--- src/rtl/tank_pkg.sv ---
// Shared state type, keycodes and per-player defaults for the tank turn sequencer.
package tank_pkg;

   typedef enum logic [2:0] {
      AIM,
      LAUNCH,
      ARM,
      FLIGHT,
      SETTLE,
      SWITCH
   } turn_state_t;

   localparam logic [7:0] KEY_A     = 8'h04;
   localparam logic [7:0] KEY_D     = 8'h07;
   localparam logic [7:0] KEY_W     = 8'h1A;
   localparam logic [7:0] KEY_S     = 8'h16;
   localparam logic [7:0] KEY_SPACE = 8'h2C;

   localparam logic [3:0] ANGLE_MAX  = 4'd8;
   localparam logic [2:0] POWER_MAX  = 3'd7;
   localparam logic [3:0] ANGLE_DEF0 = 4'd6;
   localparam logic [3:0] ANGLE_DEF1 = 4'd2;
   localparam logic [2:0] POWER_DEF  = 3'd3;

   // Frame counters stick at all-ones instead of wrapping.
   function automatic logic [9:0] sat_inc10(input logic [9:0] v);
      return (v == '1) ? v : v + 10'd1;
   endfunction

endpackage

--- src/rtl/key_repeat.sv ---
// Keycode registration, new-press detection and held-key auto-repeat.
// act_o is a one-clk strobe on the frame_tick where the registered key should act.
module key_repeat
   import tank_pkg::*;
#(
   parameter int unsigned REPEAT_FRAMES = 8
) (
   input  logic       clk_i,
   input  logic       reset_i,
   input  logic       frame_tick_i,
   input  logic [7:0] keycode_i,
   input  logic       load_prev_i,
   output logic       act_o,
   output logic       new_o,
   output logic [7:0] code_o
);

   localparam logic [9:0] REPEAT_LIM = 10'(REPEAT_FRAMES);

   logic [7:0] key_q;
   logic [7:0] last_q;
   logic [9:0] cnt_q, cnt_d;
   logic [9:0] cnt_inc;
   logic       held;
   logic       fire_repeat;

   assign held        = (key_q != '0) && (key_q == last_q);
   assign new_o       = (key_q != '0) && (key_q != last_q);
   assign cnt_inc     = sat_inc10(cnt_q);
   assign fire_repeat = held && (cnt_inc >= REPEAT_LIM);
   assign act_o       = frame_tick_i && (new_o || fire_repeat);
   assign code_o      = key_q;

   always_comb begin
      cnt_d = cnt_q;
      if (load_prev_i || (key_q == '0)) begin
         cnt_d = '0;
      end else if (frame_tick_i) begin
         cnt_d = (!held || fire_repeat) ? '0 : cnt_inc;
      end
   end

   // last_q follows the key seen at each frame_tick; loading it on a turn
   // switch makes a key held across the switch look like a repeat, not a press.
   always_ff @(posedge clk_i) begin
      if (reset_i) begin
         key_q  <= '0;
         last_q <= '0;
         cnt_q  <= '0;
      end else begin
         key_q <= keycode_i;
         cnt_q <= cnt_d;
         if (load_prev_i || frame_tick_i) begin
            last_q <= key_q;
         end
      end
   end

endmodule

--- src/rtl/turn_controller.sv ---
// Turn sequencer: keyboard aim, launch handshake, flight/settle tracking, player swap.
// Build option AIM_TIMER_EN adds an aim time limit with auto-fire and aim_time_left.
module turn_controller
   import tank_pkg::*;
#(
   parameter int unsigned REPEAT_FRAMES  = 8,
   parameter int unsigned SETTLE_FRAMES  = 4,
   parameter int unsigned FLIGHT_TIMEOUT = 600
`ifdef AIM_TIMER_EN
   ,
   parameter int unsigned TURN_FRAMES    = 900
`endif
) (
   input  logic       clk,
   input  logic       reset,
   input  logic       frame_tick,
   input  logic [7:0] keycode,
   input  logic       exploded,
   input  logic [9:0] tank0_x,
   input  logic [9:0] tank0_y,
   input  logic [9:0] tank1_x,
   input  logic [9:0] tank1_y,
   output logic       launch,
   output logic [9:0] launchX,
   output logic [9:0] launchY,
   output logic [3:0] angle,
   output logic [2:0] power,
   output logic       player,
   output logic       busy
`ifdef AIM_TIMER_EN
   ,
   output logic [9:0] aim_time_left
`endif
);

   localparam logic [9:0] SETTLE_LIM = 10'(SETTLE_FRAMES);
   localparam logic [9:0] FLIGHT_LIM = 10'(FLIGHT_TIMEOUT);
   localparam logic [9:0] ARM_LIM    = 10'd2;

   turn_state_t state_q;
   logic        player_q;
   logic        launch_q;
   logic        busy_q;
   logic [3:0]  angle_q [2];
   logic [2:0]  power_q [2];
   logic [9:0]  cnt_q;
   logic [9:0]  cnt_inc;
   logic        key_act;
   logic        key_new;
   logic [7:0]  key_code;
   logic        in_switch;
   logic        aim_fire;
   logic        space_fire;

   assign in_switch = (state_q == SWITCH);

   key_repeat #(
      .REPEAT_FRAMES(REPEAT_FRAMES)
   ) u_keys (
      .clk_i       (clk),
      .reset_i     (reset),
      .frame_tick_i(frame_tick),
      .keycode_i   (keycode),
      .load_prev_i (in_switch),
      .act_o       (key_act),
      .new_o       (key_new),
      .code_o      (key_code)
   );

   assign cnt_inc    = sat_inc10(cnt_q);
   assign space_fire = key_act && key_new && (key_code == KEY_SPACE);

   assign launch  = launch_q;
   assign busy    = busy_q;
   assign player  = player_q;
   assign angle   = angle_q[player_q];
   assign power   = power_q[player_q];
   assign launchX = player_q ? tank1_x : tank0_x;
   assign launchY = player_q ? tank1_y : tank0_y;

`ifdef AIM_TIMER_EN
   localparam logic [9:0] TURN_LIM = 10'(TURN_FRAMES);
   assign aim_fire      = frame_tick && (cnt_inc >= TURN_LIM);
   assign aim_time_left = (state_q == AIM) ? (TURN_LIM - cnt_q) : '0;
`else
   assign aim_fire = 1'b0;
`endif

   always_ff @(posedge clk) begin
      if (reset) begin
         state_q    <= AIM;
         player_q   <= 1'b0;
         launch_q   <= 1'b0;
         busy_q     <= 1'b0;
         cnt_q      <= '0;
         angle_q[0] <= ANGLE_DEF0;
         angle_q[1] <= ANGLE_DEF1;
         power_q[0] <= POWER_DEF;
         power_q[1] <= POWER_DEF;
      end else begin
         case (state_q)
            AIM: begin
               if (frame_tick) cnt_q <= cnt_inc;
               if (space_fire || aim_fire) begin
                  state_q  <= LAUNCH;
                  launch_q <= 1'b1;
                  busy_q   <= 1'b1;
                  cnt_q    <= '0;
               end else if (key_act) begin
                  case (key_code)
                     KEY_A: if (angle_q[player_q] != '0)
                               angle_q[player_q] <= angle_q[player_q] - 4'd1;
                     KEY_D: if (angle_q[player_q] < ANGLE_MAX)
                               angle_q[player_q] <= angle_q[player_q] + 4'd1;
                     KEY_S: if (power_q[player_q] != '0)
                               power_q[player_q] <= power_q[player_q] - 3'd1;
                     KEY_W: if (power_q[player_q] < POWER_MAX)
                               power_q[player_q] <= power_q[player_q] + 3'd1;
                     default: ;
                  endcase
               end
            end
            // launch spans exactly one frame so the projectile block sees one edge
            LAUNCH: begin
               if (frame_tick) begin
                  launch_q <= 1'b0;
                  state_q  <= ARM;
                  cnt_q    <= '0;
               end
            end
            ARM: begin
               if (!exploded) begin
                  state_q <= FLIGHT;
                  cnt_q   <= '0;
               end else if (frame_tick) begin
                  if (cnt_inc >= ARM_LIM) begin
                     state_q <= SETTLE;
                     cnt_q   <= '0;
                  end else begin
                     cnt_q <= cnt_inc;
                  end
               end
            end
            FLIGHT: begin
               if (exploded) begin
                  state_q <= SETTLE;
                  cnt_q   <= '0;
               end else if (frame_tick) begin
                  if (cnt_inc >= FLIGHT_LIM) begin
                     state_q <= SETTLE;
                     cnt_q   <= '0;
                  end else begin
                     cnt_q <= cnt_inc;
                  end
               end
            end
            SETTLE: begin
               if (frame_tick) begin
                  if (cnt_inc >= SETTLE_LIM) begin
                     state_q <= SWITCH;
                     cnt_q   <= '0;
                  end else begin
                     cnt_q <= cnt_inc;
                  end
               end
            end
            SWITCH: begin
               player_q <= ~player_q;
               busy_q   <= 1'b0;
               cnt_q    <= '0;
               state_q  <= AIM;
            end
            default: state_q <= AIM;
         endcase
      end
   end

endmodule

--- config.mk ---
export PLATFORM = sky130hd
export DESIGN_NAME = turn_controller
export DESIGN_NICKNAME = d
export VERILOG_FILES = /design/src/rtl/tank_pkg.sv /design/src/rtl/key_repeat.sv /design/src/rtl/turn_controller.sv
export SDC_FILE = /design/constraint.sdc
export NUM_CORES = 1
export LEC_CHECK = 0
export ABC_AREA = 1
export CORE_MARGIN = 5
export CORE_UTILIZATION = 35
export CTS_CLUSTER_SIZE = 40
export DETAILED_ROUTE_END_ITERATION = 16
export GPL_TIMING_DRIVEN = 0
export PLACE_DENSITY_LB_ADDON = 0.12
export SLEW_MARGIN = 0
export SYNTH_ARGS = -nofsm -noshare
export SYNTH_HDL_FRONTEND = slang
export SYNTH_SLANG_ARGS = --single-unit
export TNS_END_PERCENT = 30
--- constraint.sdc ---
create_clock -name clk -period 2.56 [get_ports clk]
set_input_delay 0.512 -clock clk [delete_from_list [all_inputs] [get_ports clk]]
set_output_delay 0.512 -clock clk [all_outputs]
set_load 0.02 [all_outputs]
==> out/metrics.csv <==
stage;metric;value;unit
outcome;status;complete, but fails checks;
outcome;violations;negative setup slack;
sta;min_period;2.66;ns
worst_setup_path;regToRegStartpoint;u_keys.cnt_q[1];
power;power_density;556;nW/um2
synth;synth_cells;582;
worst_setup_path;crit_type;flip-flop to flip-flop;
power;sw_frac_of_total;37.8;%
drt;via_count;3883;
cells_and_area;stdcell_area;5180;um2
cells_and_area;fin_util;50.2;%
worst_setup_path;cp-start-kind;flip-flop;
worst_setup_path;rr_worst_depth;19;
cells_and_area;fin_cells;830;
synth;synthMuxAreaShare;0;%
place;dp_cells;799;
synth;syn_area;3690;um2
min_path;min_path_cells;2;
cts;cts_sinks;57;
flow_run;maxCapViolCount;0;
die;dieWidth;113;um
cts;clockRootBuffer;clkbuf_8;
worst_setup_path;worstSetupEndpoint;angle_q[1][3];
worst_setup_path;critical_path_depth;19;
global_route;antenna_found_initial;0;
sta;setup_viol;5;
min_path;hp-class;flip-flop to flip-flop;
global_route;grt_pass1_wl;17.1;mm
power;leakage;2.29;nW
synth;synthSimpleGateAreaFrac;40.8;%
sta;tightestPinTransition;0.579;ns
drt;firstDrtPassIters;4;
worst_setup_path;reg2reg_slack;-0.1;ns
drt;drtAntennaViolNets;0;
worst_setup_path;cp_num_buf_inv;2;
sta;clock.fmax;377;MHz
cells_and_area;drive_gt1_share;15.4;%
synth;synth_edf_count;14;
sta;rsz0062_at_grt;yes;
power;max-vdd-ir-drop;0.222;mV
cells_and_area;area_delta_synth_final;40.3;%
worst_setup_path;critPathLaunch;u_keys.cnt_q[1];
global_route;track_usage;16.1;%
sta;drv_slew;0;
worst_setup_path;required;2.65;ns
synth;synth.net_count;640;
synth;async_flop_share;0;%
worst_setup_path;critPathTopFamily;simple AND/OR/NAND/NOR gates;
die;core;10300;um2
die;die_h;113;um
synth;synth.distinct_cells;39;
place;pre_cts_ws;-0.991;ns
worst_setup_path;end_kind;flip-flop;
synth;synth-seq-cells;57;
drt;drt_iter0_drc;174;
sta;hold_slack;0.458;ns
cts;ctsHoldBuffers;0;
die;rows;37;
cts;clkTransAtPathRegs;0.07;ns
die;design.die.area;12700;um2
sta;hold_viol_final;0;
power;power_frac_comb;39.2;%
cells_and_area;final_net_count;747;
synth;synthFlopType;dfxtp_1;
sta;finalCritPeriodShare;104;%
global_route;overflow;0;
synth;synth_top_family_by_area;simple AND/OR/NAND/NOR gates;
synth;synth_adder_area_share;2.44;%
synth;yosys_warnings;0;
sta;slew_headroom;61.0;%
place;placed_cell_area;4670;um2
sta;worst_slack;-0.0952;ns
synth;synth_xor_area_share;2.37;%
global_route;grt_pass1_vias;3814;
drt;drt_wl_total;9.98;mm
power;power_frac_seq;36.3;%
place;dp_hpwl;7.70;mm
power;p_clk_share;24.6;%
global_route;grt_start_max_net_pins;11;
place;port_buffers;81;
synth;seq_area_frac_synth;34.7;%
cts;cts_buffers;9;
cts;cts_tree;done;
worst_setup_path;path_cells;ha_4, nand2_4, nor2_4, nand2_2, buf_4, xor2_2, nand3_1, nor2_2, nand3b_1, nand2_1, inv_2, nand2_4, ha_4, a21oi_4, nand2_2, xor2_2, nand4_1, nand2_1, nor2_1;
power;p_switching;0.00109;W
worst_setup_path;slowest_stage;dfxtp_2;
cells_and_area;n_antenna_cell;0;
drt;drc;0;
cts;htreeDepth;3;
power;intPower;0.00179;W
die;start_util;35.8;%
place;gp_congestion;0.823;
sta;clock_skew;0.0116;ns
worst_setup_path;reg2reg_to;angle_q[1][3];
synth;synth_compound_area_share;9.12;%
cts;clk_path_buf_depth;2;
worst_setup_path;worstPathArrival;2.74;ns
worst_setup_path;crit_fanout;4;
cts;clk-insertion-delay-late;0.34;ns
synth;syn_avg_cell_area;6.34;um2
worst_setup_path;crit_path_max_incr_delay;0.36;ns
drt;wl_per_cell;12.0;um
drt;viasPerCell;4.68;
die;ios;82;
## power by group through the flow
stage               clock (W)  combinational [W]  sequential, W
floorplan                   0           0.000672        0.00104
global placement            0            0.00103        0.00105
detailed placement          0            0.00104        0.00105
CTS                  0.000734            0.00107        0.00104
global route         0.000783            0.00127        0.00105
finish               0.000707            0.00113        0.00104
## synthesized netlist by cell type (all sizes together), types with 2 or more instances
| library cell | count | area share [%] |
|---|---|---|
| fa | 2 | 1.1 |
| inv | 85 | 8.6 |
| nand3b | 2 | 0.51 |
| a21oi | 27 | 3.9 |
| dfxtp | 43 | 23 |
| nor2 | 78 | 8.5 |
| nand3 | 50 | 7.3 |
| ha | 4 | 1.4 |
| edfxtp | 14 | 11 |
| nand2 | 192 | 20 |
| o21ai | 28 | 3.9 |
| nand4 | 14 | 2.8 |
| buf | 5 | 0.88 |
| xor2 | 8 | 1.9 |
| o2111ai | 4 | 0.95 |
| xnor2 | 2 | 0.47 |
| nor4 | 3 | 0.51 |
| clkbuf | 9 | 0.92 |
| nor3 | 6 | 0.95 |
## worst reg2reg max path: cells and delay by family, from the launching register on
| family | cells | cell delay (ns) |
|---|---|---|
| buf+inv | 2 | 0.20 |
| flops | 1 | 0.36 |
| fa+ha+maj | 2 | 0.37 |
| simple gates | 12 | 1.08 |
| xor+xnor | 2 | 0.26 |
| compound gates | 1 | 0.15 |
## layout by cell type (no fill, tap or decap), types with 2 or more instances in the layout
master / n
nand2_4: 2
a21oi_2: 2
buf_2: 2
nor4_1: 2
clkdlybuf4s50_1: 73
buf_4: 18
clkinvlp_4: 2
o21ai_1: 6
o21ai_2: 2
a21oi_1: 24
edfxtp_1: 14
clkbuf_8: 9
nor2_2: 4
dfxtp_1: 33
o21ai_0: 20
ha_4: 3
nand2_1: 180
clkinv_2: 3
nand4_1: 13
nand3_1: 42
nand2_2: 10
nor3_1: 4
xor2_1: 6
o2111ai_1: 4
dlygate4sd2_1: 4
nand3_2: 7
dfxtp_2: 9
xor2_2: 2
nor2_4: 5
clkinv_1: 3
nor2_1: 69
dlymetal6s2s_1: 4
clkbuf_1: 4
clkbuf_2: 3
inv_2: 10
inv_1: 75
## per-stage QoR
step	TNS (ns)	power [W]
global placement	-9.58	0.00208
detailed placement	-9.77	0.00209
CTS	-0.935	0.00285
global route	-1.73	0.00310
floorplan	-0.0602	0.00172
finish	-0.264	0.00288
## layout make-up
class | count | area, um2
plain buffers | 13 | 73.8
clock buffers | 9 | 124
clock inverters | 7 | 37.5
fillers | 1052 | 5150
inverters | 86 | 323
multi-input cells | 425 | 2220
flip-flops and latches | 57 | 1300
well taps | 136 | 170
repair buffers | 97 | 936
## worst min path at each step
stage                                from              end  slack [ns]
final                     u_keys.cnt_q[4]  u_keys.cnt_q[4]        0.46
after floorplan           u_keys.cnt_q[4]  u_keys.cnt_q[4]        0.43
after global placement    u_keys.cnt_q[4]  u_keys.cnt_q[4]        0.45
after global routing      u_keys.cnt_q[4]  u_keys.cnt_q[4]        0.48
after CTS                 u_keys.cnt_q[4]  u_keys.cnt_q[4]        0.46
after detailed placement  u_keys.cnt_q[4]  u_keys.cnt_q[4]        0.45
## sequential cells by signal, summed over array words and instances, names as in the netlist, named ones only
register and cells:
u_keys.last_q 8, state_q 3, u_keys.cnt_q 10, cnt_q 10, busy 1, launch 1
angle_q 8, player 1, power_q 6, u_keys.code_o 8
## cell families (layout without fill, tap and decap cells)
group | Yosys count | count (layout)
compound gates | 61 | 61
xor+xnor | 10 | 10
fa+ha+maj | 6 | 6
buf+inv | 100 | 212
flops | 57 | 57
simple gates | 348 | 348
## per-layer routing
metal  vias up  part of all wire, %  GRT usage (%)
li1       2065                    -              -
met1      1743                   47           20.1
met2        65                   48           27.6
met3        10                  3.6           3.53
met4         0                  1.3           4.81
met5         -                    0              0
## repair_timing
item,CTS,global route
pin swaps,17,15
gates resized for setup,31,45
endpoints found under the setup margin,34,34
setup buffers,9,7
(Power assumes the default switching activity.)
